**config.mk**
```make
export PLATFORM = sky130hd
export DESIGN_NAME = oam_dma_ctrl
export DESIGN_NICKNAME = d
export VERILOG_FILES = /design/src/rtl/gb_bus_pkg.sv /design/src/rtl/oam_dma_ctrl.sv
export SDC_FILE = /design/constraint.sdc
export NUM_CORES = 1
export LEC_CHECK = 0
export ABC_AREA = 1
export BUFFER_PORTS_ARGS = -buffer_cell sky130_fd_sc_hd__buf_2
export CORE_UTILIZATION = 40
export CTS_CLUSTER_DIAMETER = 100
export DETAILED_ROUTE_END_ITERATION = 16
export GPL_ROUTABILITY_DRIVEN = 0
export PLACE_DENSITY_LB_ADDON = 0.25
export SLEW_MARGIN = 40
export SYNTH_ARGS = -nofsm -noshare
export SYNTH_HDL_FRONTEND = slang
export SYNTH_SLANG_ARGS = --single-unit
```
**constraint.sdc**
```tcl
create_clock -name clk -period 2.1 [get_ports clk]
set_input_delay 0.63 -clock clk [delete_from_list [all_inputs] [get_ports clk]]
set_output_delay 0.63 -clock clk [all_outputs]
set_load 0.005 [all_outputs]
```
**src/rtl/gb_bus_pkg.sv**
```systemverilog
// Shared system-bus definitions: fixed addresses, the OAM DMA state encoding
// and the echo-RAM page remap used when latching a DMA source page.
package gb_bus_pkg;

  localparam logic [15:0] DMA_REG_ADDR = 16'hFF46;
  localparam logic [15:0] HRAM_BASE    = 16'hFF80;
  localparam logic [15:0] OAM_BASE     = 16'hFE00;

  typedef enum logic [1:0] {
    IDLE  = 2'd0,
    START = 2'd1,
    XFER  = 2'd2,
    DRAIN = 2'd3
  } dma_state_t;

  // Pages E0..FF mirror WRAM at C0..DF, so the DMA reads the backing RAM.
  function automatic logic [7:0] echo_page(input logic [7:0] page);
    return (page >= 8'hE0) ? (page - 8'h20) : page;
  endfunction

endpackage

```
**src/rtl/oam_dma_ctrl.sv**
```systemverilog
// OAM DMA sequencer behind FF46: copies LENGTH bytes from {page, 00} into OAM
// while owning the read bus and blocking non-HRAM CPU accesses.
module oam_dma_ctrl
  import gb_bus_pkg::*;
#(
  parameter int LENGTH      = 160,
  parameter int START_DELAY = 1
) (
  input  logic        clk,
  input  logic        rst,
  input  logic        reg_write,
  input  logic [7:0]  reg_in,
  output logic [7:0]  reg_out,
  input  logic [15:0] cpu_addr,
  output logic        cpu_blocked,
  output logic        dma_active,
  output logic [15:0] src_addr,
  input  logic [7:0]  src_data,
  output logic [7:0]  oam_addr,
  output logic [7:0]  oam_data,
  output logic        oam_write
);

  localparam int              DW         = (START_DELAY > 1) ? $clog2(START_DELAY) : 1;
  localparam logic [7:0]      LAST_IDX   = 8'(LENGTH - 1);
  localparam logic [DW-1:0]   DELAY_INIT = DW'(START_DELAY - 1);

  dma_state_t    state;
  dma_state_t    state_next;
  logic [7:0]    page;
  logic [7:0]    idx;
  logic [7:0]    wr_idx;
  logic          wr_pend;
  logic [DW-1:0] delay;

  // NOTE: sequential state uses non-blocking (<=) so every register samples
  // pre-edge values regardless of statement order.
  always_ff @(posedge clk) begin
    if (rst) state <= IDLE;
    else     state <= state_next;
  end

  // NOTE: next state is defaulted before the case so no path infers a latch.
  always_comb begin
    state_next = state;
    unique case (state)
      IDLE:    state_next = IDLE;
      START:   if (delay == '0)     state_next = XFER;
      XFER:    if (idx == LAST_IDX) state_next = DRAIN;
      DRAIN:   state_next = IDLE;
      default: state_next = IDLE;
    endcase
    // A register write restarts from any state, including the final DRAIN.
    if (reg_write) state_next = START;
  end

  // src_addr is loaded one step ahead so it shows {page, idx} during each
  // XFER cycle; the byte read there is written to OAM on the following cycle.
  always_ff @(posedge clk) begin
    if (rst) begin
      page     <= 8'h00;
      reg_out  <= 8'hFF;
      idx      <= 8'h00;
      delay    <= '0;
      src_addr <= 16'h0000;
      wr_idx   <= 8'h00;
      wr_pend  <= 1'b0;
    end else begin
      wr_pend <= 1'b0;
      if (reg_write) begin
        page    <= echo_page(reg_in);
        reg_out <= reg_in;
        delay   <= DELAY_INIT;
        idx     <= 8'h00;
      end else begin
        unique case (state)
          START: begin
            if (delay == '0) begin
              idx      <= 8'h00;
              src_addr <= {page, 8'h00};
            end else begin
              delay <= delay - 1'b1;
            end
          end
          XFER: begin
            wr_pend <= 1'b1;
            wr_idx  <= idx;
            if (idx != LAST_IDX) begin
              idx      <= idx + 8'd1;
              src_addr <= {page, idx + 8'd1};
            end
          end
          default: ;
        endcase
      end
    end
  end

  assign dma_active  = (state != IDLE);
  assign cpu_blocked = dma_active && (cpu_addr < HRAM_BASE) && (cpu_addr != DMA_REG_ADDR);

  // Write port is idle-zero so outputs match their reset values between writes.
  assign oam_write = wr_pend;
  assign oam_addr  = wr_pend ? wr_idx   : 8'h00;
  assign oam_data  = wr_pend ? src_data : 8'h00;

endmodule

```
==> results.md, run 1 <==
- Area growth syn-to-layout: 23.2%
- Synth async-reset ratio: 0
- Grt ovf: 0
- Initial antenna violation count: 0
- Final min period: 1.85 ns
- Resized Gates After CTS: 0
- Syn. warnings: 0
- Clock transition at path regs: 0.11 ns
- Gate power share: 0.140
- P_leak: 1.60 nW
- H-tree depth: 2
- Dpl hpwl: 3880 um
- Synth top area share: 0.436
- RSZ-0062 raised after global routing: false
- Die width: 78.5 um
- CP Capture Type: primary output
- Yosys cell types: 24
- Syn avg cell area: 6.67 sq um
- Post-CTS Setup Bufs: 0
- Crit path largest cell delay: 0.64 ns
- Total of fill cells in the finished design: 579
- Die Ht: 78.5 um
- Ranking of synthesized cells by area: dfxtp_1 (44%), nand2_1 (14%), nor2_1 (11%)
- WS Path Type: flop to primary output
- Most common cell in the netlist: nand2_1
- Worst EP required: 1.47 ns
- IO Pins: 78
- EDFF count, synth: 0
- Antenna cells: 0
- Sequential Power Share: 0.546
- CTS Sinks: 51
- CTS tree: yes
- Vias in the first global route: 2084
- Dpl cell area: 0.00279 sq mm
- Number of port buffers: 77
- Critical-path maximum fanout: 17
- Critical path arrival: 1.22 ns
- DRT antenna net count: 0
- Mapped Nets: 390
- Fin. Hold Viols: 0
- Longest Clk Path Bufs: 2
- First-pass GRT wire length: 8960 um
- Synth Flop Type: dfxtp_1
- Final nets: 467
- Setup TNS Final: 0 ns
- Largest net degree at the start of global routing: 22
- Core box area: 0.00557 sq mm
- Register area share after synthesis: 0.436
- Count of final setup violators: 0
- Cts bufs inserted: 5
- Worst path slowest cell: dfxtp_1
- CP bufs+invs: 2
- Cell accounting for the most synthesized area: dfxtp_1
- Largest delay share family, worst path: flip-flops
- Design area: 0.00289 sq mm
- Power Internal: 1.38 mW
- Worst Tran Pin Value: 0.494 ns
- Worst clock skew: 0.0123 ns
- Starting DRT DRC Count: 147
- Sw frac: 0.281
- Worst hold-check path type: flop to flop
- GRT Total Usage: 0.184
- Slew Limit Headroom: 0.670
- Clk_lat worst skew: 0.32 ns
- DR DRC count: 0
- Max frequency: 0.540 GHz
- Clk root buf: clkbuf_8
- Top post-synthesis cells by count: nand2_1 (87), nor2_1 (67), inv_1 (54), dfxtp_1 (51), nand3_1 (27)
- Power per cell area: 666 mW/mm^2
- Sw power: 540 uW
- Crit path launch type: flop
- Clk pwr share: 0.314
- Critical-path cell list: nand2_1, inv_1, buf_2
- Fin. max-slew vios: 0
- Starting Density: 0.420
- WHS: 0.461 ns
- Seq cells post-synth: 51
- DR pass1 iterations: 4
- Final core area utilization: 0.518
- DR WL/cell: 10.5 um
- Vias: 2284
- Max Cap Violations: 0
- Total Power: 1.92 mW
- Routed WL: 5260 um
- Cell area after synthesis: 0.00234 sq mm
- Status: finished clean
- DR vias/cell: 4.56
- Die ar.: 0.00617 sq mm
- Hold buffer count at CTS: 0
- Row cnt: 27
- Mapped Cells: 351
- Worst vdd rail ir drop: 0.403 mV
- Period Utilization, post-route: 0.883
- Share of cells above drive strength 1: 0.240
[worst reg2reg max path: cells and delay by family (launching register included)]
kind	cells	cell delay, ns
adder cells (fa/ha/maj)	1	0.45
buffers and inverters	3	0.36
flip-flops	1	0.34
AND/OR/NAND/NOR	4	0.53
[area by class of cell]
cell class                      instances  area, sq um  share of cell area
Inverter                               57          214              0.0742
Sequential cell                        51         1020               0.354
Clock inverter                          3         26.3             0.00911
Tap cell                               72         90.1              0.0312
Timing Repair Buffer                   83          430               0.149
Clock buffer                            5         68.8              0.0239
Multi-Input combinational cell        230         1030               0.359
[power by group through the flow]
stage	registers, mW	logic (mW)	clock network [mW]
after global routing	1.06	0.312	0.655
after floorplan	1.07	0.164	0
after detailed placement	1.07	0.271	0
final	1.05	0.270	0.603
after CTS	1.05	0.273	0.619
after global placement	1.07	0.268	0
[per-stage QoR]
step | setup WS, ns | cells
after floorplan | 0.491 | 351
after global placement | 0.259 | 493
after detailed placement | 0.248 | 493
after CTS | 0.218 | 501
after global routing | 0.0929 | 501
final | 0.247 | 501
[sequential cells by signal (all words and copies together) (netlist names)]
register and cells:
wr_idx 8, state 2, idx 8, reg_out 8, src_addr 16, oam_write 1, page 8
[worst paths after layout]
kind / depth (start not counted) / slack [ns] / start / endpoint
worst max-delay path: 3 / 0.25 / oam_write$_SDFF_PP0_ / oam_addr[6]
worst min-delay path: 2 / 0.46 / reg_out[3]$_SDFFE_PP1P_ / reg_out[3]$_SDFFE_PP1P_
worst max register to register: 8 / 0.37 / state[0]$_SDFFE_PP0P_ / src_addr[3]$_SDFFE_PP0P_
worst min register to register: 2 / 0.46 / reg_out[3]$_SDFFE_PP1P_ / reg_out[3]$_SDFFE_PP1P_
[per-layer routing]
layer,vias up,share of wire,global-route usage
li1,1222,-,-
met1,976,0.45,0.224
met2,77,0.47,0.316
met3,9,0.063,0.0349
met4,0,0.019,0.0722
met5,-,0,0
[logic make-up (layout without fill, tap and decap cells)]
group | count (synthesis) | count (layout) | synth area share
buffers and inverters | 70 | 148 | 0.122
AND/OR/NAND/NOR | 192 | 192 | 0.340
adder cells (fa/ha/maj) | 4 | 4 | 0.0214
AO/OA/AOI/OAI | 34 | 34 | 0.0801
flip-flops | 51 | 51 | 0.436
[cell usage in the layout (no fill, tap or decap)]
cell type	count
nand2_1	87
buf_2	77
nor2_1	67
inv_1	54
dfxtp_1	51
nand3_1	27
o21ai_0	14
a21oi_1	12
buf_4	6
o22ai_1	5
clkbuf_8	5
nand2_2	4
ha_1	4
inv_2	3
nor3_1	2
inv_6	2
nand4_1	1
nor2_4	1
nand3_4	1
nand3b_1	1
nor2_2	1
a31o_2	1
a21oi_2	1
a311oi_1	1
clkinv_4	1
(Power assumes the default switching activity.)
==> run 2: changes to the inputs <==
--- a/config.mk
+++ b/config.mk
@@ -5,7 +5,7 @@
 export SDC_FILE = /design/constraint.sdc
 export NUM_CORES = 1
 export LEC_CHECK = 0
-export ABC_AREA = 1
+export ABC_AREA = 0
 export BUFFER_PORTS_ARGS = -buffer_cell sky130_fd_sc_hd__buf_2
 export CORE_UTILIZATION = 40
 export CTS_CLUSTER_DIAMETER = 100
==> results.md, run 2 <==
- Status: finished clean
- Share of cells above drive strength 1: 0.297 (+0.0566)
- P_leak: 1.26 nW (-22%)
- Commonest non-fill, non-tap cell in the layout: buf_2
- Mapped Cells: 262 (-25%)
- Die Ht: 78.0 um (-0.62%)
- Worst r2r dst: src_addr[12]$_SDFFE_PP0P_
- Synth top area share: 0.442 (+0.00566)
- Period Utilization, post-route: 0.966 (+0.0832)
- R2R cell count: 6 (-2)
- Most frequent cells in the layout: buf_2 (76), dfxtp_1 (51), nand2_1 (23), nor2_1 (22), a21oi_1 (22)
- Yosys cell types: 38 (+58%)
- WS Path Type: input port to primary output
- Synth async-reset ratio: 0 (unchanged)
- Max Cap Violations: 0 (unchanged)
- Max frequency: 0.493 GHz (-8.6%)
- First-pass GRT wire length: 8580 um (-4.2%)
- EDFF count, synth: 0 (unchanged)
- Syn. warnings: 0 (unchanged)
- Clk_lat worst skew: 0.31 ns (about the same)
- Crit path launch type: input port
- Vias in the first global route: 1889 (-9.4%)
- Cts bufs inserted: 5 (unchanged)
- Worst r2r src: idx[0]$_SDFFE_PP0P_
- Worst Tran Pin Value: 0.489 ns (-0.00481 ns)
- Ranking of synthesized cells by area: dfxtp_1 (44%), mux2i_1 (6.9%), a21oi_1 (5.0%)
- Initial antenna violation count: 0 (unchanged)
- Worst clock skew: 0.00853 ns (-0.00379 ns)
- Die ar.: 0.00609 sq mm (-1.2%)
- Area growth syn-to-layout: 24.3%
- Antenna cells: 0 (unchanged)
- Largest net degree at the start of global routing: 43 (+95%)
- Mapped Nets: 301 (-23%)
- Critical-path maximum fanout: 1 (-16)
- Vias: 2030 (-11%)
- Fin. max-slew vios: 0 (unchanged)
- Final nets: 375 (-20%)
- Fin cells: 409 (-18%)
- CTS tree: yes
- CP Capture Type: primary output
- Critical Path End: cpu_blocked
- Most common cell in the netlist: dfxtp_1
- Reg2Reg Setup Slack: 0.25 ns (-0.12 ns)
- GRT Total Usage: 0.177 (-0.00684)
- Seq cells post-synth: 51 (unchanged)
- Starting DRT DRC Count: 169 (+15%)
- Place WS: 0.0591 ns (-0.189 ns)
- Largest register FFs: 16 (unchanged)
- Grt ovf: 0 (unchanged)
- Cell accounting for the most synthesized area: dfxtp_1
- Dpl cell area: 0.00276 sq mm (-1.2%)
- Number of port buffers: 77 (unchanged)
- Starting Density: 0.417 (-0.00286)
- DRT antenna net count: 0 (unchanged)
- Die width: 78.0 um (-0.62%)
- CP startpoint: cpu_addr[0]
- DR WL/cell: 12.4 um (+18%)
- Core box area: 0.00554 sq mm (-0.61%)
- Design area: 0.00287 sq mm (-0.39%)
- WHS: 0.453 ns (-0.00759 ns)
- H-tree depth: 2 (unchanged)
- Clk root buf: clkbuf_8
- Dpl hpwl: 3560 um (-8.3%)
- DR DRC count: 0 (unchanged)
- IO Pins: 78 (unchanged)
- Longest Clk Path Bufs: 2 (unchanged)
- DR vias/cell: 4.96 (+8.9%)
- Clock transition at path regs: 0.09 ns (-0.02 ns)
- Final min period: 2.03 ns (+0.175 ns)
- Power per cell area: 615 mW/mm^2 (-7.7%)
- Critical path arrival: 1.40 ns (+0.18 ns)
- Placed Cells: 401 (-19%)
- Register area share after synthesis: 0.442 (+0.00566)
- Worst vdd rail ir drop: 0.452 mV (+12%)
- Syn avg cell area: 8.83 sq um (+32%)
- Fin. Hold Viols: 0 (unchanged)
- Cell area after synthesis: 0.00231 sq mm (-1.3%)
- Post-CTS Setup Bufs: 0 (unchanged)
- Row cnt: 27 (unchanged)
- Worst hold-check path type: flop to flop
- CTS Sinks: 51 (unchanged)
- Slew Limit Headroom: 0.673 (+0.00245)
- Count of final setup violators: 0 (unchanged)
- DR pass1 iterations: 4 (unchanged)
- Setup WS post-layout: 0.0718 ns (-0.175 ns)
- Routed WL: 5060 um (-3.8%)
- Largest Register: src_addr
- Worst EP required: 1.47 ns (about the same)
- Synth Flop Type: dfxtp_1
- Top post-synthesis cells by count: dfxtp_1 (51), a21oi_1 (23), nand2_1 (23), nor2_1 (22), nand3_1 (19)
## run 2: worst min path at each step
stage | start | end | slack [ns] | cells after the start
6_report | wr_idx[3]$_SDFFE_PP0P_ | wr_idx[3]$_SDFFE_PP0P_ | 0.45 | 2
4_1_cts | wr_idx[5]$_SDFFE_PP0P_ | wr_idx[5]$_SDFFE_PP0P_ | 0.46 | 2
3_5_place_dp | wr_idx[5]$_SDFFE_PP0P_ | wr_idx[5]$_SDFFE_PP0P_ | 0.44 | 2
5_1_grt | wr_idx[0]$_SDFFE_PP0P_ | wr_idx[0]$_SDFFE_PP0P_ | 0.48 | 2
2_1_floorplan | wr_idx[0]$_SDFFE_PP0P_ | wr_idx[0]$_SDFFE_PP0P_ | 0.43 | 2
3_3_place_gp | wr_idx[2]$_SDFFE_PP0P_ | wr_idx[2]$_SDFFE_PP0P_ | 0.44 | 2
## run 2: cell families (layout without fill, tap and decap cells)
family	after synthesis	count (layout)	share of synthesized area
compound gates	44	44	0.134
fa+ha+maj	4	4	0.0216
xor+xnor	5	5	0.0189
flops	51	51	0.442
buf+inv	29	104	0.0584
simple gates	113	113	0.256
mux	16	16	0.0693
## run 2: metal layers
| metal | track usage | up-vias | share of wire | routed length [um] |
|---|---|---|---|---|
| met1 | 0.219 | 910 | 0.44 | 2240 |
| met5 | 0 | - | 0 | 0 |
| li1 | - | 1037 | - | - |
| met2 | 0.287 | 73 | 0.47 | 2360 |
| met4 | 0.0741 | 0 | 0.020 | 99 |
| met3 | 0.0512 | 10 | 0.073 | 368 |
## run 2: final cells by class
class	count	area, sq um
inverter	10	37.5
multi-input combinational	182	1170
timing repair buffer	86	459
tap	72	90.1
clock buffer	5	68.8
sequential	51	1020
fill	530	2670
clock inverter	3	22.5
## run 2: worst max-delay path: stages
cell and delay (ns):
buf_2 0.10, nor3b_1 0.28, a21oi_2 0.09, nor3_1 0.13, nor2_1 0.05, buf_2 0.12
## run 2: stage by stage
stage | TNS, ns | utilization | power (mW)
finish | 0 | 0.519 | 1.77
floorplan | 0 | - | 1.14
global route | -0.0112 | 0.519 | 1.85
CTS | 0 | 0.514 | 1.79
detailed placement | 0 | 0.498 | 1.21
global placement | 0 | 0.498 | 1.21
## run 2: power breakdown
group          leakage [nW]  internal [mW]  switching (mW)  total [mW]
Clock                0.0485          0.239           0.335       0.574
Combinational         0.793         0.0920          0.0970       0.189
Sequential            0.415          0.991          0.0119        1.00
## run 2: timing repair
action | 4_1_cts | 5_1_grt
hold buffers | 0 | 0
resized for setup | 0 | 4
setup endpoints to repair | 0 | 1
==> run 3: changes to the inputs <==
--- a/config.mk
+++ b/config.mk
@@ -11,7 +11,7 @@
 export CTS_CLUSTER_DIAMETER = 100
 export DETAILED_ROUTE_END_ITERATION = 16
 export GPL_ROUTABILITY_DRIVEN = 0
-export PLACE_DENSITY_LB_ADDON = 0.25
+export PLACE_DENSITY = 0.64
 export SLEW_MARGIN = 40
 export SYNTH_ARGS = -nofsm -noshare
 export SYNTH_HDL_FRONTEND = slang
==> results.md, run 3 (synthesis gave the netlist of run 2 again) <==
- Hold path endpoint: wr_idx[3]$_SDFFE_PP0P_
- Total of fill cells in the finished design: 529 (-0.19%)
- R2R cell count: 6 (unchanged)
- GRT Total Usage: 0.175 (-0.00179)
- Longest Clk Path Bufs: 2 (unchanged)
- Sequential cell area: 0.00102 sq mm (unchanged)
- Sequential Power Share: 0.554 (-0.014)
- Fin. max-slew vios: 0 (unchanged)
- CP dominant cell by count: buf_2
- Die width: 78.0 um (unchanged)
- Initial antenna violation count: 0 (unchanged)
- Starting Density: 0.417 (unchanged)
- WS Path Type: input port to primary output
- Worst r2r dst: src_addr[13]$_SDFFE_PP0P_
- RSZ-0062 raised after global routing: false
- Starting DRT DRC Count: 106 (-37%)
- Clock transition at path regs: 0.08 ns (about the same)
- WHS: 0.452 ns (-0.000962 ns)
- Power per cell area: 625 mW/mm^2 (+1.6%)
- Critical-path maximum fanout: 1 (unchanged)
- Hold_sp: wr_idx[3]$_SDFFE_PP0P_
- CTS Sinks: 51 (unchanged)
- Worst path slowest cell: nor3b_1
- Critical-path cell list: buf_2, nor3b_1, a21oi_2, nor3_2, nor2_1, buf_2
- First-pass GRT wire length: 8540 um (-0.56%)
- DRT antenna net count: 0 (unchanged)
- CTS tree: yes
- Largest delay share family, worst path: simple AND/OR/NAND/NOR gates
- Sw frac: 0.234 (-0.0175)
- Status: finished clean
- Core box area: 0.00554 sq mm (unchanged)
- Number of port buffers: 77 (unchanged)
- Largest register FFs: 16 (unchanged)
- DR vias/cell: 4.92 (-0.94%)
- Final nets: 373 (-0.53%)
- Worst Tran Pin Value: 0.440 ns (-0.0490 ns)
- Power Internal: 1.39 mW (+4.8%)
- Fin. Hold Viols: 0 (unchanged)
- Reg2Reg Setup Slack: 0.30 ns (+0.05 ns)
- Area growth syn-to-layout: 25.2%
- Vias in the first global route: 1951 (+3.3%)
- Cts bufs inserted: 5 (unchanged)
- Dpl hpwl: 3420 um (-3.7%)
- Most frequent cells in the layout: buf_2 (75), dfxtp_1 (51), nand2_1 (23), nor2_1 (22), a21oi_1 (22)
- CP bufs+invs: 2 (unchanged)
- Worst r2r src: idx[0]$_SDFFE_PP0P_
- Antenna cells: 0 (unchanged)
- Largest Register: src_addr
- H-tree depth: 2 (unchanged)
- Setup TNS Final: 0 ns (unchanged)
- Period Utilization, post-route: 0.955 (-0.0107)
- Grt ovf: 0 (unchanged)
- Worst hold-check path type: flop to flop
- Largest net degree at the start of global routing: 43 (unchanged)
- Clk_lat worst skew: 0.30 ns (about the same)
- Commonest non-fill, non-tap cell in the layout: buf_2
- Die ar.: 0.00609 sq mm (unchanged)
- IO Pins: 78 (unchanged)
- Sw power: 423 uW (-4.8%)
- DR WL/cell: 12.0 um (-2.7%)
- Footprint of the multi-input gates: 0.00118 sq mm (+0.43%)
- CP Capture Type: primary output
- Total Power: 1.81 mW (+2.4%)
- P_leak: 1.25 nW (-0.26%)
- DR pass1 iterations: 4 (unchanged)
- Critical path arrival: 1.38 ns (-0.02 ns)
- Crit path largest cell delay: 0.26 ns (-0.02 ns)
- DR DRC count: 0 (unchanged)
- Die Ht: 78.0 um (unchanged)
- Vias: 2001 (-1.4%)
- Count of final setup violators: 0 (unchanged)
- Crit path launch type: input port
- Clk root buf: clkbuf_8
- Share of cells above drive strength 1: 0.296 (-0.00121)
- Worst vdd rail ir drop: 0.408 mV (-9.9%)
- Max Cap Violations: 0 (unchanged)
- Gate power share: 0.106 (about the same)
- Routed WL: 4900 um (-3.2%)
- Worst clock skew: 0.00571 ns (-0.00282 ns)
- Worst EP required: 1.47 ns (about the same)
- Clk pwr share: 0.340 (+0.015)
- Final min period: 2.01 ns (-0.0225 ns)
- Slew Limit Headroom: 0.706 (+0.0328)
- Hold path cells: 2 (unchanged)
- Row cnt: 27 (unchanged)
- Max frequency: 0.499 GHz (+1.1%)
==> run 3: cell types whose count changed in the layout (fill, tap and decap cells not counted), sizes merged <==
cell	delta
buf	-2
clkbuf	+2
clkinv	-2
clkinvlp	+1
inv	-1
==> run 3: area by class of cell <==
type / count / area share
inverter: 10 / 0.0130
tap: 72 / 0.0311
timing repair buffer: 84 / 0.160
clock buffer: 7 / 0.0333
multi-input combinational: 182 / 0.408
clock inverter: 1 / 0.00259
sequential: 51 / 0.353
==> run 3: power by group through the flow <==
| stage | clock, mW | sequential [mW] | combinational [mW] |
|---|---|---|---|
| 6_report | 0.615 | 1.00 | 0.191 |
| 5_1_grt | 0.675 | 1.01 | 0.214 |
| 4_1_cts | 0.643 | 1.00 | 0.186 |
| 3_5_place_dp | 0 | 1.03 | 0.186 |
| 3_3_place_gp | 0 | 1.02 | 0.183 |
| 2_1_floorplan | 0 | 1.03 | 0.110 |
==> run 3: through the flow <==
step / instance area, sq um / instances / worst slack (ns) / utilization
global route: 2900 / 407 / 0.0153 / 0.523
detailed placement: 2760 / 399 / 0.0201 / 0.497
finish: 2900 / 407 / 0.0943 / 0.523
CTS: 2860 / 407 / 0.0153 / 0.516
floorplan: 2310 / 262 / 0.324 / -
global placement: 2760 / 399 / 0.100 / 0.497
==> run 3: how the worst max path moves through the flow <==
stage | cells past startpoint | start | end
CTS | 6 | cpu_addr[5] | cpu_blocked
floorplan | 4 | cpu_addr[5] | cpu_blocked
global placement | 6 | cpu_addr[5] | cpu_blocked
finish | 6 | cpu_addr[0] | cpu_blocked
detailed placement | 6 | cpu_addr[5] | cpu_blocked
global route | 6 | cpu_addr[5] | cpu_blocked
==> run 3: timing repair <==
| action | in CTS | in global routing |
|---|---|---|
| setup buffers | 0 | 0 |
| endpoints found under the setup margin | 0 | 1 |
| hold buffers | 0 | 0 |
| gates resized for setup | 0 | 6 |
==> run 3: worst reg2reg max path, cell delays in order, from the launching register on <==
cell	delay [ns]
dfxtp_1	0.32
ha_1	0.25
and3_1	0.29
a311oi_4	0.35
buf_12	0.21
mux2i_1	0.21
nor2_1	0.05
==> run 3: per-layer routing <==
metal	track usage	vias up	wire (um)
met1	0.210	894	2260
li1	-	1037	-
met5	0	-	0
met2	0.299	64	2270
met4	0.0611	0	64
met3	0.0488	6	304
